<file path="config.mk">
export PLATFORM = sky130hd
export DESIGN_NAME = poly_fifo_reader
export DESIGN_NICKNAME = d
export VERILOG_FILES = /design/src/rtl/poly_fifo_reader.sv
export SDC_FILE = /design/constraint.sdc
export NUM_CORES = 1
export LEC_CHECK = 0
export ABC_AREA = 0
export CORE_MARGIN = 2
export CORE_UTILIZATION = 32
export CTS_BUF_LIST = sky130_fd_sc_hd__clkbuf_16
export DETAILED_ROUTE_END_ITERATION = 10
export PLACE_DENSITY = 0.81
export SYNTH_ARGS = -nofsm -noshare
export SYNTH_HDL_FRONTEND = slang
export SYNTH_SLANG_ARGS = --single-unit
</file>
<file path="constraint.sdc">
create_clock -name clk -period 1.93 [get_ports clk]
set_clock_uncertainty 0.2 [all_clocks]
set_input_delay 0.579 -clock clk [delete_from_list [all_inputs] [get_ports clk]]
set_output_delay 0.579 -clock clk [all_outputs]
set_load 0.05 [all_outputs]
</file>
<file path="src/rtl/poly_fifo_reader.sv">
// rtl/poly_fifo_reader.sv - sink-side drain engine for the polynomial RAM FIFO
// Optional feature: define POLY_RD_BITREV_EN for a bit-reversed bank sweep order.
module poly_fifo_reader #(
  parameter int ADDR_WIDTH    = 3,
  parameter int BIT_WIDTH     = 8,
  parameter int LINE_SIZE     = 2,
  parameter int RLWE_ID_WIDTH = 4,
  parameter int POLY_ID_WIDTH = 4,
  parameter int OPCODE_WIDTH  = 4,
  parameter int NUM_BEATS     = 2 ** (ADDR_WIDTH - 1)
) (
  input  logic                           clk,
  input  logic                           rstn,
  input  logic                           empty,
  input  logic [RLWE_ID_WIDTH-1:0]       rlwe_id,
  input  logic [POLY_ID_WIDTH-1:0]       poly_id,
  input  logic [OPCODE_WIDTH-1:0]        opcode,
  input  logic [BIT_WIDTH*LINE_SIZE-1:0] dA,
  input  logic [BIT_WIDTH*LINE_SIZE-1:0] dB,
  output logic                           rd_finish,
  output logic [ADDR_WIDTH-1:0]          addrA,
  output logic [ADDR_WIDTH-1:0]          addrB,
  output logic                           rd_en,
  output logic                           out_valid,
  input  logic                           out_ready,
  output logic [BIT_WIDTH*LINE_SIZE-1:0] out_dA,
  output logic [BIT_WIDTH*LINE_SIZE-1:0] out_dB,
  output logic                           out_first,
  output logic                           out_last,
  output logic [RLWE_ID_WIDTH-1:0]       out_rlwe_id,
  output logic [POLY_ID_WIDTH-1:0]       out_poly_id,
  output logic [OPCODE_WIDTH-1:0]        out_opcode,
  output logic                           busy
);

  localparam int KW = (NUM_BEATS > 1) ? $clog2(NUM_BEATS) : 1;
  localparam logic [KW-1:0]         K_LAST   = KW'(NUM_BEATS - 1);
  localparam logic [ADDR_WIDTH-1:0] B_OFFSET = ADDR_WIDTH'(NUM_BEATS);

  typedef enum logic [1:0] {
    S_IDLE,
    S_READ,
    S_DRAIN,
    S_FINISH
  } state_t;

  state_t          state_q;
  state_t          state_d;
  logic [KW-1:0]   k_q;
  logic [KW-1:0]   idx;
  logic            valid_q;
  logic            first_q;
  logic            last_q;
  logic            issue;
  logic            accept;
  logic            latch_hdr;

  // Map issue order to bank line index; the B half sits NUM_BEATS lines above A.
  function automatic logic [KW-1:0] sweep_idx(input logic [KW-1:0] k);
    logic [KW-1:0] r;
`ifdef POLY_RD_BITREV_EN
    for (int i = 0; i < KW; i++) begin
      r[i] = k[KW-1-i];
    end
`else
    r = k;
`endif
    return r;
  endfunction

  assign idx    = sweep_idx(k_q);
  assign accept = valid_q & out_ready;

  // State register; reset drops straight back to IDLE so the bank is released at once.
  always_ff @(posedge clk or negedge rstn) begin
    if (!rstn) begin
      state_q <= S_IDLE;
    end else begin
      state_q <= state_d;
    end
  end

  // Next state and FIFO handshake; a read is issued only when the output slot frees up.
  always_comb begin
    state_d   = state_q;
    rd_en     = 1'b0;
    rd_finish = 1'b1;
    issue     = 1'b0;
    latch_hdr = 1'b0;
    case (state_q)
      S_IDLE: begin
        if (!empty) begin
          latch_hdr = 1'b1;
          state_d   = S_READ;
        end
      end
      S_READ: begin
        rd_finish = 1'b0;
        rd_en     = !valid_q || out_ready;
        issue     = rd_en;
        if (issue && (k_q == K_LAST)) begin
          state_d = S_DRAIN;
        end
      end
      S_DRAIN: begin
        // RAM is frozen (rd_en low) so the last beat stays on dA/dB until taken.
        rd_finish = 1'b0;
        if (accept) begin
          state_d = S_FINISH;
        end
      end
      S_FINISH: begin
        state_d = S_IDLE;
      end
      default: begin
        state_d = S_IDLE;
      end
    endcase
  end

  // Header latch, beat counter and output-valid tracking for the registered beat flags.
  always_ff @(posedge clk or negedge rstn) begin
    if (!rstn) begin
      k_q         <= '0;
      valid_q     <= 1'b0;
      first_q     <= 1'b0;
      last_q      <= 1'b0;
      out_rlwe_id <= '0;
      out_poly_id <= '0;
      out_opcode  <= '0;
    end else begin
      if (latch_hdr) begin
        out_rlwe_id <= rlwe_id;
        out_poly_id <= poly_id;
        out_opcode  <= opcode;
        k_q         <= '0;
      end
      if (issue) begin
        valid_q <= 1'b1;
        first_q <= (k_q == '0);
        last_q  <= (k_q == K_LAST);
        k_q     <= k_q + KW'(1);
      end else if (accept) begin
        valid_q <= 1'b0;
        first_q <= 1'b0;
        last_q  <= 1'b0;
      end
    end
  end

  // Addresses are combinational from k so the RAM samples them in the issue cycle.
  assign addrA     = (state_q == S_READ) ? ADDR_WIDTH'(idx) : '0;
  assign addrB     = (state_q == S_READ) ? (ADDR_WIDTH'(idx) + B_OFFSET) : '0;
  assign out_valid = valid_q;
  assign out_first = first_q & valid_q;
  assign out_last  = last_q & valid_q;
  assign out_dA    = dA;
  assign out_dB    = dB;
  assign busy      = (state_q != S_IDLE);

endmodule
</file>
==> flow_summary.toml <==
[run_status]
outcome = "finished with violations"
violations = "negative setup slack"

[final_layout]
stdcell_count = 179
final_common_cell = "buf_12"
nets = 186
mostFrequentLayoutCells = "23 x buf_12, 18 x dfrtp_1, 18 x buf_4, 14 x clkdlybuf4s50_1, 12 x mux2_2"
areaGrowthSynthToFinish_pct = 52.1
final_util = 0.506
fillers = 328
drive_gt1_frac = 0.565
n_antenna_cell = 0

[setup_path]
critPathKind = "flop to output port"
critPathMaxStageDelay_ns = 0.39
cp_cell_sequence = "inv_2, ha_4, and2_4, buf_12"
regToRegSetupSlack_ns = 0.19
crit_start = "state_q[1]"
reg2reg_from = "state_q[0]"
worst_ep_arrival_time_ns = 1.25
crit_fanout = 5
end_kind = "output port"
critPathRequiredTime_ns = 1.15
slowest_stage = "dfrtp_1"
worstSetupStartpointType = "flop"

[min_path]
worst_hold_path_type = "flop to flop"
hold_path.startpoint = "first_q"

[timing]
hold_viol = 0
period_share = 1.05
rsz0062_at_grt = "true"
max_freq_mhz = 494
setup_viol = 7
slew_viol_final = 0
min_period_ns = 2.02
fin_ws_ns = -0.0945

[synth]
syn_area_um2 = 1210
synth_top_area_share = 0.394
synth-seq-cells = 19
ys_seq_area_frac = 0.394
syn-num-nets = 163
ys_types = 27
syn_area_per_cell_um2 = 11.1
netlist_instances = 109
yosysTopAreaCell = "dfrtp_1"
yosysWarnings = 0
synth.area.top_cells = "dfrtp_1 39%, buf_4 22%, mux2_2 11%"

[placed_design]
dp_slack_ns = -0.330
io_buffers = 38
gp_congestion = 0.716
placedCellCount = 164
hpwl_um = 1980

[clocking]
cts_tree = "yes"
htree_levels = 1
numClockSinks = 19
numCtsBuffers = 3
cts-root-buf = "clkbuf_16"
clkTransAtPathRegs_ns = 0.06
clk_latency_ns = 0.25
clock_path_buffers = 2

[pwr]
seqPwrFrac = 0.203
pwr-share-comb = 0.692
swShare = 0.425
p_leak_nw = 0.837
p_per_area_nw_per_um2 = 2200
internal_power_mw = 2.33
power.switching_mw = 1.72
ir_drop_uv = 973
clkPwrFrac = 0.105

[die]
dieHeight_um = 65.4
rows = 22
die-area_um2 = 4280
initial_core_util = 0.332
die_w_um = 65.4
boundaryPins = 104
core_area_um2 = 3630

[routing]
drt-total-wl_um = 2640
post_drt_wl_per_cell_um = 14.7
drtAntennaViolNets = 0
drtPass1Iterations = 4
vias = 802
drtIter0Drc = 24
viasPerCell = 4.48
drc = 0

[run]
cap_violations = 0

[grt]
grt_max_degree = 20
grt_pass1_vias = 939
antenna_found_initial = 0
grt_pass1_wl_um = 4360
grt_use_total = 0.130
gr-total-overflow = 0
[Yosys cell counts, drive strengths merged]
cell and instances:
and2 4, nand4 2, nand2 2, conb 1
nor2b 1, nor2 2, a22o 1, a21bo 1
inv 7, nand3b 1, mux2 13, nand3 2
ha 6, nand2b 2, o21ai 1, or2b 1
buf 38, o221ai 1, dfrtp 19, o31ai 1
mux2i 2, a21boi 1
[worst max-delay path, delay by kind of cell (launching register included)]
family,cells,cell delay (ns)
adder cells (fa/ha/maj),1,0.17
AND/OR/NAND/NOR,1,0.18
buffers and inverters,2,0.25
flip-flops,1,0.39
[timing repair]
| item | in CTS | in global routing |
|---|---|---|
| pin swaps | 2 | 1 |
| buffers inserted | 9 | 2 |
| resized for setup | 8 | 1 |
| endpoints found under the hold margin | 0 | 0 |
| hold buffers | 0 | 0 |
| endpoints found under the setup margin | 7 | 8 |
[layout make-up]
| cell class | instances | area, um2 | share of cell area |
|---|---|---|---|
| flip-flops and latches | 19 | 477 | 0.260 |
| multi-input cells | 45 | 444 | 0.242 |
| inverters | 7 | 28.8 | 0.0157 |
| clock inverters | 1 | 5.00 | 0.00272 |
| repair buffers | 56 | 747 | 0.407 |
| clock buffers | 3 | 75.1 | 0.0409 |
| well taps | 48 | 60.1 | 0.0327 |
[cells by family after synthesis]
kind of cell	share of synthesized area
AO/OA/AOI/OAI	0.0394
adder cells (fa/ha/maj)	0.0622
buffers and inverters	0.270
flip-flops	0.394
multiplexers	0.141
other	0.00311
AND/OR/NAND/NOR	0.0902
[worst paths after layout]
| kind | to | cells after the start |
|---|---|---|
| max in group asynchronous | out_valid | 2 |
| min reg2reg | first_q | 1 |
| max reg2reg | state_q[0] | 7 |
| max | addrB[0] | 4 |
| min | first_q | 1 |
| min in group asynchronous | state_q[0] | 2 |
[power groups by stage]
stage	clock network [mW]	logic, mW	registers, mW
final	0.423	2.80	0.822
after global routing	0.454	2.94	0.854
after CTS	0.430	2.77	0.825
after detailed placement	0	2.57	0.823
after global placement	0	2.51	0.802
after floorplan	0	1.16	1.21
[layer usage]
metal  wire length [um]  vias to the layer above  GRT usage
met1                781                      388      0.115
met3                301                       14     0.0531
met2               1500                       41      0.255
met5                  0                        -          0
li1                   -                      359          -
met4                 55                        0     0.0547
[stage by stage]
stage,instance area [um2],hold WS (ns),power [mW],TNS [ns]
after floorplan,1240,0.0834,2.37,-0.231
after global placement,1650,0.283,3.31,-1.64
after detailed placement,1650,0.287,3.39,-1.82
after CTS,1820,0.304,4.03,-0.324
after global routing,1840,0.324,4.24,-0.772
final,1840,0.297,4.05,-0.488
[flip-flops by register name (all words and copies together) (netlist names)]
| register | flops |
|---|---|
| first_q | 1 |
| idx | 2 |
| last_q | 1 |
| out_opcode | 4 |
| out_poly_id | 4 |
| out_rlwe_id | 4 |
| out_valid | 1 |
| state_q | 2 |
Power figures use the tool's default switching activity.
==> RTL change 1 (same flow settings) <==
Change the parameter `BIT_WIDTH` from 8 to 6.
--- a/src/rtl/poly_fifo_reader.sv
+++ b/src/rtl/poly_fifo_reader.sv
@@ -2,7 +2,7 @@
 // Optional feature: define POLY_RD_BITREV_EN for a bit-reversed bank sweep order.
 module poly_fifo_reader #(
   parameter int ADDR_WIDTH    = 3,
-  parameter int BIT_WIDTH     = 8,
+  parameter int BIT_WIDTH     = 6,
   parameter int LINE_SIZE     = 2,
   parameter int RLWE_ID_WIDTH = 4,
   parameter int POLY_ID_WIDTH = 4,
Interface: changed (resized dA, dB, out_dA and out_dB); port bits go from 104 to 88. No check against the original RTL was run, so the function may have changed too.
==> RTL change 1 against the original RTL <==
The flow still finishes with violations (setup timing). Cell area fell by 0.20%. Synthesized area shrank 5.0%. Critical endpoint is now addrA[1]. First-iteration DRC count shrank 8.3%. Sequential share of layout area grew 0.053 points. Wire length down 5.1%. Total power decreased by 0.13%. Sequential cell count did not move. Register-to-register slack got worse by 0.11 ns. Worst hold slack is essentially flat. Sequential power shrank 0.5%. Worst setup slack lost 0.025 ns.
==> RTL change 1: results (changes against the original RTL) <==
metric,value,unit,change
status,finished with violations,,
failing checks,setup timing,,
placed insts,162,,-1.2%
post-DP HPWL,1960,um,-0.89%
share of cells above drive strength 1,0.543,,-0.0222
Tot GR Track Use,0.134,,+0.00415
first-pass GRT wire length,4280,um,-1.7%
post-synth top area cell,dfrtp_1,,
DR iter-0 viols,22,,-8.3%
Worst Path Max Fanout,7,,+2
largest registers,"out_opcode x4, out_poly_id x4, out_rlwe_id x4",,
WL met3,197,um,-35%
via density per instance,4.47,,-0.14%
Compound-Gate Fraction of Synth Area,0.0414,,+0.00206
n_diodes,0,,unchanged
grt met2 use,0.250,,-0.00510
peak supply drop,1090,uV,+12%
Sw Ratio,0.421,,-0.00361
routed wl met2,1420,um,-5.5%
port bufs,38,,unchanged
post-synthesis cell type count,27,,unchanged
Lkg Pwr,0.834,nW,-0.34%
Synth warnings,0,,unchanged
synth cell count leaders,"buf_4, dfrtp_1, mux2_2",,
Final Net Count,176,,-5.4%
dpl ws,-0.340,ns,-0.00958 ns
async set-reset flop share out of synthesis,1.00,,unchanged
router iterations before antenna repair,4,,unchanged
Synth Area in XOR/XNOR,0,,unchanged
multiplexer area fraction after synthesis,0.148,,+0.00738
final wirelength,2510,um,-5.1%
remaining global-route overflow,0,,unchanged
top layer in use,met4,,
maximum number of pins on one net before global-route repair,20,,unchanged
post-synthesis instance total,101,,-7.3%
met1 Track Usage GR,0.132,,+0.0172
sequential fraction of the synthesis area,0.414,,+0.0206
"CTS clk-pin slew, worst paths",0.05,ns,
clk_lat worst skew,0.24,ns,
Placer Congestion,0.708,,-1.2%
drt wl/cell,14.3,um,-2.9%
Clock Tree Buf Depth,2,,unchanged
initial antenna violation count,0,,unchanged
Setup TNS Final,-0.731,ns,-0.243 ns
Post-DP Area,1650,um^2,-0.15%
worst hold path class,reg -> reg,,
Final WS setup,-0.120,ns,-0.0253 ns
vias in the first global route,870,,-7.3%
Fillers,291,,-11%
Post-Synth Adder-Cell Area,0.0654,,+0.00325
H-Tree Depth,1,,unchanged
syn nets,147,,-9.8%
"top cells by area, synth","dfrtp_1, buf_4, mux2_2, ha_1, inv_1",,
met3 Usage GRT,0.0493,,-0.00379
Final setup viols,8,,+1
CTS root buffer,clkbuf_16,,
WL met1,820,um,+5.0%
total CTS buffers,3,,unchanged
RTL change 1: changes by cell type in the layout (fill, tap and decap cells not counted), sizes merged:
cell    unedited run  this run
inv                7         8
buf               41        39
clkinv             1         0
RTL change 1: cell type report:
| type | count | area [um^2] | area share |
|---|---|---|---|
| Tap cell | 46 | 57.6 | 0.0314 |
| Clock inverter | 1 | 3.75 | 0.00205 |
| Inverter | 7 | 28.8 | 0.0157 |
| Timing Repair Buffer | 54 | 747 | 0.408 |
| Multi-Input combinational cell | 45 | 444 | 0.242 |
| Clock buffer | 3 | 75.1 | 0.0410 |
| Sequential cell | 19 | 477 | 0.260 |
RTL change 1: path summary, 6_finish.rpt:
check	start	endpoint	slack (ns)	cells after the start
min in group asynchronous	rstn	last_q	0.47	2
setup reg to reg	state_q[1]	out_rlwe_id[2]	0.08	7
hold reg to reg	first_q	first_q	0.30	1
setup / recovery	state_q[1]	addrA[1]	-0.12	4
hold / removal	first_q	first_q	0.30	1
max in group asynchronous	rstn	out_valid	0.83	2
RTL change 1: power groups by stage:
stage / registers, W / clock network [W] / logic, W
after CTS: 0.000821 / 0.000422 / 0.00273
after floorplan: 0.00121 / 0 / 0.00112
after detailed placement: 0.000821 / 0 / 0.00258
after global placement: 0.000803 / 0 / 0.00251
after global routing: 0.000851 / 0.000446 / 0.00295
final: 0.000818 / 0.000412 / 0.00281
RTL change 1: timing repair:
action                     in CTS  in global routing
gates resized for setup         7                  2
setup buffers                   5                  4
pin swaps                       1                  2
setup endpoints to repair       7                  8
RTL change 1: worst max-delay path, stage by stage, from the launching register on:
cell     delay, ns
dfrtp_1       0.39
inv_2         0.12
ha_4          0.20
and2_4        0.18
buf_12        0.13
==> RTL change 2 (same flow settings) <==
Made on the original files. Encoding of `state_t`: now one-hot (4 bits for 4 states).
--- a/src/rtl/poly_fifo_reader.sv
+++ b/src/rtl/poly_fifo_reader.sv
@@ -37,11 +37,11 @@
   localparam logic [KW-1:0]         K_LAST   = KW'(NUM_BEATS - 1);
   localparam logic [ADDR_WIDTH-1:0] B_OFFSET = ADDR_WIDTH'(NUM_BEATS);
 
-  typedef enum logic [1:0] {
-    S_IDLE,
-    S_READ,
-    S_DRAIN,
-    S_FINISH
+  typedef enum logic [3:0] {
+    S_IDLE   = 4'b0001,
+    S_READ   = 4'b0010,
+    S_DRAIN  = 4'b0100,
+    S_FINISH = 4'b1000
   } state_t;
 
   state_t          state_q;
Behaviour: same outputs for any inputs over 10 cycles, from zero or initial values and one cycle with rstn low; not proved beyond that.
==> RTL change 2 against the original RTL <==
The flow still finishes with violations (setup timing). Synthesized area increased by 6.3%. Wire length increased by 6.7%. Sequential cell count increased by 2. Total power decreased by 9.7%. Cell area increased by 8.8%. Cell count increased by 3.4%. Via count increased by 4.2%. Worst setup slack got worse by 0.36 ns. Worst hold slack improved by 0.032 ns. Critical endpoint is now rd_en.
==> RTL change 2: results (changes against the original RTL) <==
metric,value,unit,change
synth cell count leaders,"buf_4, dfrtp_1, mux2_4",,
Flop pwr share,0.230,,+0.027
maximum number of pins on one net before global-route repair,22,,+10%
Pint,0.00217,W,-6.7%
post-DP HPWL,2120,um,+7.1%
hold_ws,0.330,ns,+0.0324 ns
CTS sink count,21,,+2
clock share of power,0.116,,+0.011
Resized Gates After CTS,10,,+2
WL met1,1050,um,+34%
CP max-delay cell,or4b_4,,
"top cells by area, synth","dfrtp_1, buf_4, mux2_4, mux2_2, mux2i_1",,
via count,836,,+4.2%
Worst Hold Endpoint,idx[0],,
first-pass GRT wire length,4350,um,-0.16%
reg2reg setup slack,-0.24,ns,-0.43 ns
Worst Path Max Fanout,4,,-1
via density per instance,4.52,,+0.86%
drt wl/cell,15.2,um,+3.3%
multiplexer area fraction after synthesis,0.155,,+0.0140
grt met2 use,0.219,,-0.0360
post-synthesis cell type count,31,,+15%
Compound-Gate Fraction of Synth Area,0.0546,,+0.0152
crit path to,rd_en,,
"Data arrival, critical path",1.60,ns,+0.35 ns
failing checks,setup timing,,
share of cells above drive strength 1,0.541,,-0.0241
Critical path origin,state_q[3],,
WL met3,172,um,-43%
Placer Congestion,0.807,,+13%
Fillers,309,,-5.8%
cell family with most CP delay,simple AND/OR/NAND/NOR gates,,
DR iter-0 viols,17,,-29%
Lkg Pwr,0.899,nW,+7.4%
status,finished with violations,,
setup bufs post-CTS,3,,-6
Hold Crit Start,idx[0],,
worst r2r src,state_q[0],,
Tot GR Track Use,0.129,,-0.00154
Synth Area per Inst,11.4,um^2,+2.6%
Post-Synth Adder-Cell Area,0.0195,,-0.0427
Final WS setup,-0.450,ns,-0.356 ns
R2R cell count,6,,-1
vias in the first global route,903,,-3.8%
placed insts,177,,+7.9%
met3 Usage GRT,0.0283,,-0.0247
Final setup viols,22,,+15
r2r endpoint,out_poly_id[0],,
CP max stage delay,0.60,ns,+0.21 ns
==> RTL change 2: cell types whose count changed after synthesis, sizes merged, moves of 2 or more <==
cell,change
a21oi,+2
inv,-4
ha,-4
or4b,+2
nor2,+2
and2,-2
nand4,-2
o21ai,+3
nor2b,+2
a32oi,+3
==> RTL change 2: per-stage QoR <==
step	TNS, ns	cell area [um^2]	power, W	utilization	setup WS, ns
global placement	-4.25	1790	0.00298	0.454	-0.459
CTS	-6.39	1950	0.00363	0.495	-0.468
global route	-6.92	2000	0.00381	0.507	-0.480
floorplan	-3.23	1330	0.00218	-	-0.435
detailed placement	-4.62	1790	0.00304	0.454	-0.523
finish	-5.92	2000	0.00366	0.507	-0.450
==> RTL change 2: final cells by class <==
cell class | instances | area share
clock buffer | 3 | 0.0376
timing repair buffer | 55 | 0.391
multi-input combinational | 51 | 0.262
tap | 50 | 0.0313
clock inverter | 1 | 0.00188
inverter | 4 | 0.0119
sequential | 21 | 0.264
